## config.mk

```make
export PLATFORM = sky130hd
export DESIGN_NAME = alu_ctrl_stage
export DESIGN_NICKNAME = d
export VERILOG_FILES = /design/src/rtl/alu_ctrl_stage.sv
export SDC_FILE = /design/constraint.sdc
export NUM_CORES = 1
export LEC_CHECK = 0
export ABC_CLOCK_PERIOD_IN_PS = 1840
export BUFFER_PORTS_ARGS = -buffer_cell sky130_fd_sc_hd__buf_2
export CORE_UTILIZATION = 50
export CTS_CLUSTER_SIZE = 12
export DETAILED_ROUTE_END_ITERATION = 7
export PLACE_DENSITY = 0.8
export SYNTH_ARGS = -nofsm -noshare
export SYNTH_HDL_FRONTEND = slang
export SYNTH_SLANG_ARGS = --single-unit
```

## constraint.sdc

```tcl
create_clock -name clk -period 1.84 [get_ports clk]
set_clock_uncertainty 0.15 [all_clocks]
set_input_delay 0.552 -clock clk [delete_from_list [all_inputs] [get_ports clk]]
set_output_delay 0.552 -clock clk [all_outputs]
set_load 0.01 [all_outputs]
```

## src/rtl/alu_ctrl_stage.sv

```systemverilog
// alu_ctrl_stage: ID/EX control stage. Decodes a MIPS instruction into the
// execute-stage ALU control word and registers it behind a valid/ready
// handshake with stall and flush.
//
// Ports:
//   clk, reset     clock, asynchronous active-low reset
//   in_valid/in_ready/instr    upstream instruction handshake
//   flush          kill registered word (redirect)
//   out_valid/out_ready        downstream control word handshake
//   alu_fun, sign  ALU function code and signedness
//   src_a, src_b   operand selects (A: rs/shamt/zero, B: rt/imm32)
//   imm32          extended immediate (also carries shamt in bits [10:6])
//   wr_addr, reg_we            destination register and write enable
//   mem_rd, mem_wr, branch, illegal  instruction class flags
module alu_ctrl_stage #(
  parameter logic [5:0] NOP_FUN = 6'b000000
) (
  input  logic        clk,
  input  logic        reset,
  input  logic        in_valid,
  output logic        in_ready,
  input  logic [31:0] instr,
  input  logic        flush,
  output logic        out_valid,
  input  logic        out_ready,
  output logic [5:0]  alu_fun,
  output logic        sign,
  output logic [1:0]  src_a,
  output logic        src_b,
  output logic [31:0] imm32,
  output logic [4:0]  wr_addr,
  output logic        reg_we,
  output logic        mem_rd,
  output logic        mem_wr,
  output logic        branch,
  output logic        illegal
);

  localparam int unsigned FUN_W = 6;
  localparam int unsigned REG_W = 5;
  localparam int unsigned XLEN  = 32;

  localparam logic [FUN_W-1:0] FUN_ADD = 6'b000000;
  localparam logic [FUN_W-1:0] FUN_SUB = 6'b000001;
  localparam logic [FUN_W-1:0] FUN_SLT = 6'b000011;
  localparam logic [FUN_W-1:0] FUN_AND = 6'b011000;
  localparam logic [FUN_W-1:0] FUN_OR  = 6'b011110;
  localparam logic [FUN_W-1:0] FUN_XOR = 6'b010110;
  localparam logic [FUN_W-1:0] FUN_NOR = 6'b010001;
  localparam logic [FUN_W-1:0] FUN_SLL = 6'b100000;
  localparam logic [FUN_W-1:0] FUN_SRL = 6'b100001;
  localparam logic [FUN_W-1:0] FUN_SRA = 6'b100011;
  localparam logic [FUN_W-1:0] FUN_EQ  = 6'b110011;
  localparam logic [FUN_W-1:0] FUN_NEQ = 6'b110001;
  localparam logic [FUN_W-1:0] FUN_LEZ = 6'b111101;
  localparam logic [FUN_W-1:0] FUN_LTZ = 6'b111011;
  localparam logic [FUN_W-1:0] FUN_GTZ = 6'b111111;

  localparam logic [1:0] SRC_A_RS    = 2'b00;
  localparam logic [1:0] SRC_A_SHAMT = 2'b01;
  localparam logic [1:0] SRC_A_ZERO  = 2'b10;

  typedef struct packed {
    logic [FUN_W-1:0] alu_fun;
    logic             sign;
    logic [1:0]       src_a;
    logic             src_b;
    logic [XLEN-1:0]  imm32;
    logic [REG_W-1:0] wr_addr;
    logic             reg_we;
    logic             mem_rd;
    logic             mem_wr;
    logic             branch;
    logic             illegal;
  } ctrl_t;

  logic [5:0]       op;
  logic [5:0]       funct;
  logic [REG_W-1:0] rt;
  logic [REG_W-1:0] rd;
  logic [15:0]      imm;
  logic             unused_rs;

  ctrl_t dec;
  logic  dec_ill;
  ctrl_t bubble;
  ctrl_t q;

  assign op        = instr[31:26];
  assign rt        = instr[20:16];
  assign rd        = instr[15:11];
  assign funct     = instr[5:0];
  assign imm       = instr[15:0];
  // rs is consumed by the register file, not by this stage.
  assign unused_rs = ^instr[25:21];

  // Bubble word driven after reset and flush.
  always_comb begin
    bubble         = '0;
    bubble.alu_fun = NOP_FUN;
  end

  // Instruction decode.
  always_comb begin
    dec         = '0;
    dec.alu_fun = NOP_FUN;
    // Sign-extended by default; for R-type this also forwards shamt in [10:6].
    dec.imm32   = {{16{imm[15]}}, imm};
    dec_ill     = 1'b0;

    case (op)
      6'h00: begin
        dec.wr_addr = rd;
        dec.reg_we  = 1'b1;
        case (funct)
          6'h20: begin dec.alu_fun = FUN_ADD; dec.sign = 1'b1; end
          6'h21: dec.alu_fun = FUN_ADD;
          6'h22: begin dec.alu_fun = FUN_SUB; dec.sign = 1'b1; end
          6'h23: dec.alu_fun = FUN_SUB;
          6'h24: dec.alu_fun = FUN_AND;
          6'h25: dec.alu_fun = FUN_OR;
          6'h26: dec.alu_fun = FUN_XOR;
          6'h27: dec.alu_fun = FUN_NOR;
          6'h2A: begin dec.alu_fun = FUN_SLT; dec.sign = 1'b1; end
          6'h2B: dec.alu_fun = FUN_SLT;
          6'h00: begin dec.alu_fun = FUN_SLL; dec.src_a = SRC_A_SHAMT; end
          6'h02: begin dec.alu_fun = FUN_SRL; dec.src_a = SRC_A_SHAMT; end
          6'h03: begin dec.alu_fun = FUN_SRA; dec.src_a = SRC_A_SHAMT; end
          6'h04: dec.alu_fun = FUN_SLL;
          6'h06: dec.alu_fun = FUN_SRL;
          6'h07: dec.alu_fun = FUN_SRA;
          default: dec_ill = 1'b1;
        endcase
      end
      6'h01: begin
        if (rt == 5'd0) begin
          dec.alu_fun = FUN_LTZ;
          dec.sign    = 1'b1;
          dec.branch  = 1'b1;
        end else begin
          dec_ill = 1'b1;
        end
      end
      6'h04, 6'h05, 6'h06, 6'h07: begin
        dec.sign   = 1'b1;
        dec.branch = 1'b1;
        case (op)
          6'h04:   dec.alu_fun = FUN_EQ;
          6'h05:   dec.alu_fun = FUN_NEQ;
          6'h06:   dec.alu_fun = FUN_LEZ;
          default: dec.alu_fun = FUN_GTZ;
        endcase
      end
      6'h08, 6'h09, 6'h0A, 6'h0B, 6'h0C, 6'h0D, 6'h0E, 6'h0F, 6'h23, 6'h2B: begin
        dec.src_b   = 1'b1;
        dec.wr_addr = rt;
        dec.reg_we  = 1'b1;
        dec.alu_fun = FUN_ADD;
        case (op)
          6'h08: dec.sign = 1'b1;
          6'h0A: begin dec.alu_fun = FUN_SLT; dec.sign = 1'b1; end
          6'h0B: dec.alu_fun = FUN_SLT;
          6'h0C: begin dec.alu_fun = FUN_AND; dec.imm32 = {16'h0000, imm}; end
          6'h0D: begin dec.alu_fun = FUN_OR;  dec.imm32 = {16'h0000, imm}; end
          6'h0E: begin dec.alu_fun = FUN_XOR; dec.imm32 = {16'h0000, imm}; end
          6'h0F: begin dec.imm32 = {imm, 16'h0000}; dec.src_a = SRC_A_ZERO; end
          6'h23: dec.mem_rd = 1'b1;
          6'h2B: begin dec.mem_wr = 1'b1; dec.reg_we = 1'b0; end
          default: ;
        endcase
      end
      default: dec_ill = 1'b1;
    endcase

    // Undecodable words still flow down the pipe, but as harmless bubbles.
    if (dec_ill) begin
      dec         = '0;
      dec.alu_fun = NOP_FUN;
      dec.illegal = 1'b1;
    end
  end

  assign in_ready = ~out_valid | out_ready;

  // ID/EX register: flush beats load, load beats consume.
  always_ff @(posedge clk or negedge reset) begin
    if (!reset) begin
      out_valid <= 1'b0;
      q         <= bubble;
    end else if (flush) begin
      out_valid <= 1'b0;
      q         <= bubble;
    end else if (in_valid && in_ready) begin
      out_valid <= 1'b1;
      q         <= dec;
    end else if (out_ready) begin
      out_valid <= 1'b0;
    end
  end

  assign alu_fun = q.alu_fun;
  assign sign    = q.sign;
  assign src_a   = q.src_a;
  assign src_b   = q.src_b;
  assign imm32   = q.imm32;
  assign wr_addr = q.wr_addr;
  assign reg_we  = q.reg_we;
  assign mem_rd  = q.mem_rd;
  assign mem_wr  = q.mem_wr;
  assign branch  = q.branch;
  assign illegal = q.illegal;

endmodule

```

==> flow_summary.yaml, run 1 <==
grt:
  met3_usage: 0.03930
  grt_pass1_vias: 2499
  gr-usage-all-layers: 0.2870
  grt_pass1_wl_mm: 11.68
  met2_usage: 0.4717
  antenna_found_initial: 0
  grt_util_met1: 0.3783
  globalRouteOverflowTotal: 0
  grt_start_max_net_pins: 54
  grt.busiest_layer: "met2"
synthesis:
  yosys.area_share.simple: 0.1575
  synth.avg_cell_area_um2: 9.910
  synth_area_leaders: "dfrtp_1, a32o_1, nand2_1"
  synthArstFlopShare: 1.000
  synth_compound_area_frac: 0.2732
  synth_seq_cells: 53
  synthCells: 263
  syn_area_mm2: 0.002606
  synth_top_family_by_area: "compound AO/OA/AOI/OAI gates"
  synth-main-ff-cell: "dfrtp_1"
  yosysTopAreaCellShare: 0.5089
  yosysWarnings: 0
  synth-edff-count: 0
  yosysTopAreaCell: "dfrtp_1"
  synthXorXnorAreaFrac: 0.006721
  synth.distinct_cells: 47
  synthMuxAreaShare: 0.003841
  synth-adder-area-share: 0
  syn_nets: 300
  ys_seq_area_frac: 0.5089
floorplanning:
  dieWidth_um: 74.20
  die_h_um: 74.20
  row_count: 25
  core_area_mm2: 0.004880
  die-area_mm2: 0.005505
  pin_count: 91
  initial_core_util: 0.5341
clocking:
  clock-root-buffer: "clkbuf_8"
  numCtsBuffers: 5
  cts_hold_buffers: 0
  cts_max_path_buffers: 2
  clk_latency_ps: 310
  clkTransAtPathRegs_ps: 110
  htreeDepth: 2
  cts.sinks: 53
  cts_setup_buffers: 0
  cts_tree: "yes"
sta:
  drv_slew: 0
  setup_viol: 51
  finalHoldViolCount: 0
  worstMarginPinSlew_ps: 476.9
  tns_ps: -5171
  timing.fmax_mhz: 501.4
  rsz0062_at_grt: "true"
  slew_headroom: 0.6809
  fin_crit_ps: 1995
  timing.final.ws_setup_ps: -154.6
  min_period_over_period: 1.084
power:
  ir_worst_vdd_mv: 0.4586
  p_leak_nw: 1.913
  power.total_mw: 2.331
  power.density_mw_per_mm2: 618.2
routing:
  via_per_inst: 5.921
  via_count: 2765
  drtAntennaViolNets: 0
  drtIter0Drc: 237
  drt-total-wl_mm: 7.953
  wl_per_cell_um: 17.03
  drc: 0
  dr.pass1.iters: 5
worst_setup_path:
  crit_arrival_ps: 2050
  critical-path-max-stage-delay_ps: 600
  cp_cell_sequence: "buf_8 -> or4_4 -> nor2_8 -> o311ai_4 -> and3_4 -> buf_6 -> a32o_1"
  crit_type: "in -> reg"
  cp.required_ps: 1900
  cp_max_fo: 5
  crit_slowest_cell: "or4_4"
  end_kind: "register"
  worstSetupStartpointType: "primary input"
final_layout:
  final_nets: 436
  fillers: 343
  syn_to_final_growth_pct: 44.70
  antenna_cells: 0
  drive_gt1_frac: 0.4325
hold_path:
  hold_path.class: "in -> async"
status:
  status: "finished, violations left"
  violations: "setup timing"
flow_run:
  cap_violations: 0
placement:
  port_buffers: 85
  dp_hpwl_mm: 5.533
  gp_congestion: 0.8679
==> power breakdown <==
part	internal, mW	total [mW]	switching, mW
Clock	0.278	0.708	0.430
Combinational	0.193	0.425	0.232
Sequential	1.19	1.20	0.0126
==> sequential cells by signal (all words and copies together) (netlist names) <==
| register | cells |
|---|---|
| out_valid | 1 |
| mem_rd | 1 |
| sign | 1 |
| src_b | 1 |
| alu_fun | 6 |
| branch | 1 |
| reg_we | 1 |
| src_a | 2 |
| illegal | 1 |
| wr_addr | 5 |
| imm32 | 32 |
| mem_wr | 1 |
==> cell families after synthesis <==
kind of cell / count (synthesis)
DFF: 53
xor gates and xnor gates: 2
buffers and inverters: 28
AOI/OAI and AO/OA: 98
muxes: 1
and+or+nand+nor: 81
==> worst max-delay path, delay by kind of cell <==
kind / cells / cell delay [ps]
buffers and inverters: 2 / 230
AND/OR/NAND/NOR: 3 / 940
AO/OA/AOI/OAI: 2 / 320
==> cell usage in the layout, fill, tap and decap left out, drive strengths merged, types with 4 or more instances in the layout <==
cell type | Yosys | final
a22o | 10 | 10
nor2 | 8 | 8
a22oi | 5 | 5
a21oi | 12 | 12
nor2b | 6 | 6
dfrtp | 53 | 53
nor3 | 4 | 4
nand2 | 35 | 35
nand2b | 5 | 5
clkbuf | 18 | 5
buf | 4 | 151
inv | 6 | 7
o21ai | 29 | 29
o22ai | 7 | 7
a32o | 17 | 17
nand3 | 7 | 7
==> path summary, 6_finish.rpt <==
check / startpoint / cells past startpoint / slack (ps) / end
max: instr[27] / 7 / -150 / imm32[10]
min: reset / 2 / 30 / alu_fun[0]
max reg2reg: out_valid / 6 / 70 / imm32[10]
min reg2reg: mem_wr / 2 / 330 / mem_wr
max in group asynchronous: reset / 2 / 1240 / imm32[27]
min in group clk: flush / 2 / 290 / out_valid
==> timing repair <==
| action | in CTS | in global routing |
|---|---|---|
| hold endpoints to repair | 0 | 0 |
| gates resized for setup | 17 | 12 |
| pin swaps | 21 | 10 |
| gates cloned | 3 | 0 |
| endpoints found under the setup margin | 51 | 51 |
==> cell type report <==
type	instances	area, um2	area share
inverters	6	22.52	0.005972
clock inverters	3	26.28	0.006967
clock buffers	5	68.82	0.01825
repair buffers	151	1012	0.2684
flip-flops and latches	53	1326	0.3517
multi-input cells	182	1231	0.3265
well taps	67	83.83	0.02223
==> per-stage QoR <==
stage / hold WS [ps] / setup WS (ps) / area, um2 / cells / util
finish: 32.73 / -154.6 / 3771 / 467 / 0.7728
global route: 81.51 / -156.6 / 3771 / 467 / 0.7728
CTS: 63.99 / -129.8 / 3707 / 467 / 0.7597
detailed placement: 315.1 / -542.7 / 3530 / 456 / 0.7233
global placement: 307.3 / -492.0 / 3530 / 456 / 0.7233
floorplan: 106.4 / -433.0 / 2619 / 263 / -
==> synthesized netlist by cell type (2+ instances only) <==
| cell | number |
|---|---|
| xnor2_1 | 2 |
| clkbuf_1 | 17 |
| nor3_1 | 4 |
| nor2_1 | 7 |
| a22oi_1 | 5 |
| buf_6 | 3 |
| and3_1 | 3 |
| nand2_1 | 35 |
| a21o_1 | 2 |
| o22ai_1 | 7 |
| a31oi_1 | 3 |
| and2_0 | 2 |
| a32o_1 | 17 |
| or2_1 | 2 |
| nand3_1 | 7 |
| o21ai_0 | 24 |
| nand4_1 | 2 |
| inv_1 | 6 |
| nor2b_1 | 6 |
| dfrtp_1 | 53 |
| o21ai_1 | 5 |
| a21oi_1 | 12 |
| o211ai_1 | 2 |
| nand2b_1 | 5 |
| a22o_1 | 10 |
==> routing by layer <==
metal  vias to the layer above  share of wire
li1                       1250              -
met1                      1333           0.42
met2                       159           0.49
met3                        23          0.069
met4                         0          0.027
met5                         -              0
(Power assumes the default switching activity.)
==> inputs of run 2 (changes only) <==
--- a/config.mk
+++ b/config.mk
@@ -5,12 +5,12 @@
 export SDC_FILE = /design/constraint.sdc
 export NUM_CORES = 1
 export LEC_CHECK = 0
-export ABC_CLOCK_PERIOD_IN_PS = 1840
 export BUFFER_PORTS_ARGS = -buffer_cell sky130_fd_sc_hd__buf_2
 export CORE_UTILIZATION = 50
 export CTS_CLUSTER_SIZE = 12
 export DETAILED_ROUTE_END_ITERATION = 7
-export PLACE_DENSITY = 0.8
+export PLACE_DENSITY = 0.87
+export RECOVER_POWER = 25
 export SYNTH_ARGS = -nofsm -noshare
 export SYNTH_HDL_FRONTEND = slang
 export SYNTH_SLANG_ARGS = --single-unit
==> run 2 against run 1 <==
  * The run still ends with setup timing left
  * Combinational power hardly changed
  * Non-clock buffer count is 2 lower
  * Sequential cell count stayed put
  * Die area stayed put
  * Setup slack worse by 53 ps
  * First-iteration DRC count is 31% higher
  * Clock power is 1% lower
  * Via count is 2.2% higher
  * Total power is 0.43% lower
  * Final cell count is 0.43% lower
  * Hold slack better by 250 ps
  * Critical path depth is 2 higher
  * Largest power group unchanged
==> flow_summary.yaml, run 2 (synthesized netlist as in run 1, its figures left out) <==
placement:
  gp_congestion: 0.9012
  pre_cts_ws_ps: -502.8
  port_buffers: 85
  place_area_mm2: 0.003512
  dp_hpwl_mm: 5.337
  dp.cells: 452
power:
  power_frac_clock: 0.301
  ir_worst_vdd_mv: 0.5374
  pwr-share-comb: 0.182
  p_leak_nw: 1.921
  power.total_mw: 2.321
  p_sw_mw: 0.6723
  intPower_mw: 1.649
  seq_power_share: 0.517
  swShare: 0.2897
  power.density_mw_per_mm2: 614.5
sta:
  min_period_over_period: 1.113
  worstMarginPinSlew_ps: 1268
  timing.fmax_mhz: 488.3
  setup_viol: 51
  rsz0062_at_grt: "true"
  drv_slew: 0
  finalHoldViolCount: 0
  fin_crit_ps: 2048
  slew_headroom: 0.1548
  holdWs_ps: 286.2
  timing.final.ws_setup_ps: -208.0
routing:
  wl_per_cell_um: 17.75
  drtAntennaViolNets: 0
  via_count: 2825
  via_per_inst: 6.075
  drtIter0Drc: 310
  dr.pass1.iters: 5
  drc: 0
  drt-total-wl_mm: 8.255
flow_run:
  cap_violations: 0
floorplanning:
  row_count: 25
  die_h_um: 74.20
  pin_count: 91
  die-area_mm2: 0.005505
  dieWidth_um: 74.20
  core_area_mm2: 0.004880
  initial_core_util: 0.5341
grt:
  gr-usage-all-layers: 0.3019
  grt_start_max_net_pins: 54
  met2_usage: 0.4828
  antenna_found_initial: 0
  grt_pass1_vias: 2606
  globalRouteOverflowTotal: 0
  met3_usage: 0.04607
  grt_util_met1: 0.4042
  grt_pass1_wl_mm: 12.53
  grt.busiest_layer: "met2"
worst_setup_path:
  cp.required_ps: 1930
  end_kind: "register"
  cp_max_fo: 10
  crit_arrival_ps: 2140
  crit_type: "in -> reg"
  worstSetupStartpointType: "primary input"
clocking:
  cts.sinks: 53
  clkTransAtPathRegs_ps: 110
  cts_hold_buffers: 0
  cts_tree: "yes"
  htreeDepth: 2
  clock-root-buffer: "clkbuf_8"
  clk_latency_ps: 310
  cts_max_path_buffers: 2
  numCtsBuffers: 5
final_layout:
  instances_no_fill: 465
  drive_gt1_frac: 0.4673
  final_cell_mix: "buf_2, buf_4, dfrtp_1"
  syn_to_final_growth_pct: 44.94
  fin_area_mm2: 0.003777
  final_nets: 434
  layout_commonest_cell: "buf_2"
  antenna_cells: 0
  largest_reg_flops: 32
status:
  status: "finished, violations left"
  violations: "setup timing"
hold_path:
  hold_path.class: "in -> reg"
-- run 2: power by group through the flow --
stage | clock network (mW) | logic, mW | registers [mW]
final | 0.699 | 0.423 | 1.20
after detailed placement | 0 | 0.383 | 1.22
after CTS | 0.702 | 0.408 | 1.20
after global routing | 0.738 | 0.456 | 1.20
after global placement | 0 | 0.377 | 1.22
after floorplan | 0 | 0.153 | 1.23
-- run 2: worst paths after layout --
path	slack [ps]	start	cells after the start	to
max	-210	instr[27]	9	src_a[0]
min	290	flush	2	out_valid
max reg2reg	160	out_valid	6	imm32[4]
min reg2reg	340	wr_addr[3]	2	wr_addr[3]
max in group asynchronous	350	reset	2	imm32[27]
min in group asynchronous	420	reset	2	alu_fun[0]
-- run 2: layer usage --
metal  vias to the layer above  wire length, um  share of wire
li1                       1250                -              -
met1                      1373             3392           0.41
met2                       172             4060           0.49
met3                        30              537          0.065
met4                         0              265          0.032
met5                         -                0              0
-- run 2: cell type report --
class                           count  area, um2
Inverter                            6      22.52
Multi-Input combinational cell    182       1274
Sequential cell                    53       1326
Clock buffer                        5      68.82
Clock inverter                      3      26.28
Fill cell                         312       1102
Timing Repair Buffer              149      975.9
Tap cell                           67      83.83
-- run 2: worst max-delay path, cell delays in order --
cell and delay [ps]:
buf_6 90, buf_4 160, nor2b_4 140, a21o_1 200
a211oi_2 320, buf_4 190, nand3_4 110, buf_6 170
o31ai_2 190
-- run 2: stage by stage --
step                TNS [ps]    util
global placement      -22170  0.7197
CTS                    -3327  0.7662
detailed placement    -23480  0.7197
floorplan             -15090       -
finish                 -6074  0.7741
global route           -7122  0.7741
-- run 2: repair_timing --
action                     in CTS  in global routing
gates resized for setup        46                 12
buffers inserted                2                  1
cloned                          2                  0
pin swaps                      26                  2
setup endpoints to repair      51                 52
==> inputs of run 3 (changes only) <==
--- a/config.mk
+++ b/config.mk
@@ -10,7 +10,6 @@
 export CTS_CLUSTER_SIZE = 12
 export DETAILED_ROUTE_END_ITERATION = 7
 export PLACE_DENSITY = 0.87
-export RECOVER_POWER = 25
 export SYNTH_ARGS = -nofsm -noshare
 export SYNTH_HDL_FRONTEND = slang
 export SYNTH_SLANG_ARGS = --single-unit
==> run 3 against run 2 <==
  * The run still ends with setup timing left
  * Clock power grew 1%
  * Critical path depth is the same
  * Core utilization up 0.31 points
  * Final cell count stayed put
  * Global-route usage unchanged
  * Wire length is 0.45% lower
  * Fmax grew 1.6%
  * Sequential cell count is the same
  * Critical path type unchanged
  * Critical endpoint unchanged
==> flow_summary.yaml, run 3 (synthesized netlist as in run 1, its figures left out) <==
power:
  power.density_mw_per_mm2: 615.0
  ir_worst_vdd_mv: 0.5470
  p_leak_nw: 1.926
  power.total_mw: 2.332
floorplanning:
  core_area_mm2: 0.004880
  die_h_um: 74.20
  row_count: 25
  dieWidth_um: 74.20
  die-area_mm2: 0.005505
  initial_core_util: 0.5341
  pin_count: 91
worst_setup_path:
  end_kind: "register"
  reg2reg_to: "imm32[15]"
  ff2ff_setup_slack_ps: 150
  worstSetupStartpointType: "primary input"
  crit_end: "src_a[0]"
  crit_type: "in -> reg"
  cp_max_fo: 10
  r2r-start: "out_valid"
  r2r_cells: 6
  crit_arrival_ps: 2110
  cp.required_ps: 1930
  startpoint: "instr[27]"
flow_run:
  cap_violations: 0
routing:
  drtIter0Drc: 268
  drtAntennaViolNets: 0
  via_per_inst: 6.054
  drc: 0
  via_count: 2815
  dr.pass1.iters: 5
  wl_per_cell_um: 17.67
  drt-total-wl_mm: 8.218
sta:
  tns_ps: -5155
  slew_headroom: 0.7271
  rsz0062_at_grt: "true"
  worstMarginPinSlew_ps: 407.9
  fin_crit_ps: 2016
  finalHoldViolCount: 0
  timing.fmax_mhz: 496.1
  min_period_over_period: 1.096
  drv_slew: 0
  holdWs_ps: 34.16
  setup_viol: 51
  timing.final.ws_setup_ps: -175.8
clocking:
  clk_latency_ps: 310
  cts_hold_buffers: 0
  clkTransAtPathRegs_ps: 110
  cts_tree: "yes"
  numCtsBuffers: 5
  cts_max_path_buffers: 2
  htreeDepth: 2
  cts.sinks: 53
  clock-root-buffer: "clkbuf_8"
final_layout:
  fillers: 310
  final_nets: 434
  instances_no_fill: 465
  layout_commonest_cell: "buf_2"
  largest_reg_flops: 32
  syn_to_final_growth_pct: 45.51
  antenna_cells: 0
  final_cell_mix: "buf_2, buf_4, dfrtp_1"
  drive_gt1_frac: 0.4673
grt:
  met2_usage: 0.4828
  grt.busiest_layer: "met2"
  globalRouteOverflowTotal: 0
  grt_util_met1: 0.4042
  gr-usage-all-layers: 0.3019
  grt_pass1_vias: 2606
  antenna_found_initial: 0
  met3_usage: 0.04607
  grt_pass1_wl_mm: 12.53
  grt_start_max_net_pins: 54
placement:
  pre_cts_ws_ps: -502.8
  dp_hpwl_mm: 5.337
  port_buffers: 85
  dp.cells: 452
  gp_congestion: 0.9012
status:
  status: "finished, violations left"
  violations: "setup timing"
hold_path:
  hold_path.class: "in -> async"
## run 3: cell count changes in the layout (fill, tap and decap cells not counted), sizes merged
| cell | before | now |
|---|---|---|
| buf | 148 | 149 |
| clkbuf | 6 | 5 |
## run 3: worst max-delay path, stage by stage
cell and delay (ps):
buf_6 90, buf_4 160, nor2b_4 140, a21o_1 200, a211oi_2 300, buf_4 180, nand3_4 110, buf_6 170
o31ai_2 190
## run 3: power breakdown
part / internal [mW] / leakage, nW / switching [mW] / total [mW]
registers: 1.19 / 0.734 / 0.0137 / 1.20
logic: 0.189 / 1.15 / 0.237 / 0.426
clock network: 0.278 / 0.0423 / 0.429 / 0.706
## run 3: worst min-delay path by stage
stage                     from    endpoint  slack [ps]
detailed placement  wr_addr[0]  wr_addr[0]         310
CTS                      reset  alu_fun[1]          60
floorplan                reset  alu_fun[0]         110
global route             reset  alu_fun[4]          80
global placement    wr_addr[3]  wr_addr[3]         310
finish                   reset  alu_fun[0]          30
## run 3: layout make-up
cell class | count | area, um2 | share of cell area
Clock buffer | 5 | 68.82 | 0.01815
Clock inverter | 3 | 26.28 | 0.006928
Inverter | 6 | 22.52 | 0.005939
Multi-Input combinational cell | 182 | 1274 | 0.3359
Sequential cell | 53 | 1326 | 0.3497
Tap cell | 67 | 83.83 | 0.02210
Timing Repair Buffer | 149 | 991.0 | 0.2613
## run 3: layer usage
layer  up-vias  part of all wire
met1      1340              0.41
li1       1249                 -
met3        36             0.072
met2       190              0.49
met4         0             0.032
met5         -                 0
## run 3: timing repair
| item | CTS | global route |
|---|---|---|
| gates cloned | 2 | 0 |
| setup buffers | 2 | 1 |
| gates resized for setup | 46 | 12 |
| endpoints found under the hold margin | 0 | 0 |
| setup endpoints to repair | 51 | 52 |
| pin swaps | 26 | 2 |
## run 3: metrics by stage
stage / instance area, um2 / util
floorplan: 2619 / -
global placement: 3512 / 0.7197
detailed placement: 3512 / 0.7197
CTS: 3739 / 0.7662
global route: 3792 / 0.7772
finish: 3792 / 0.7772
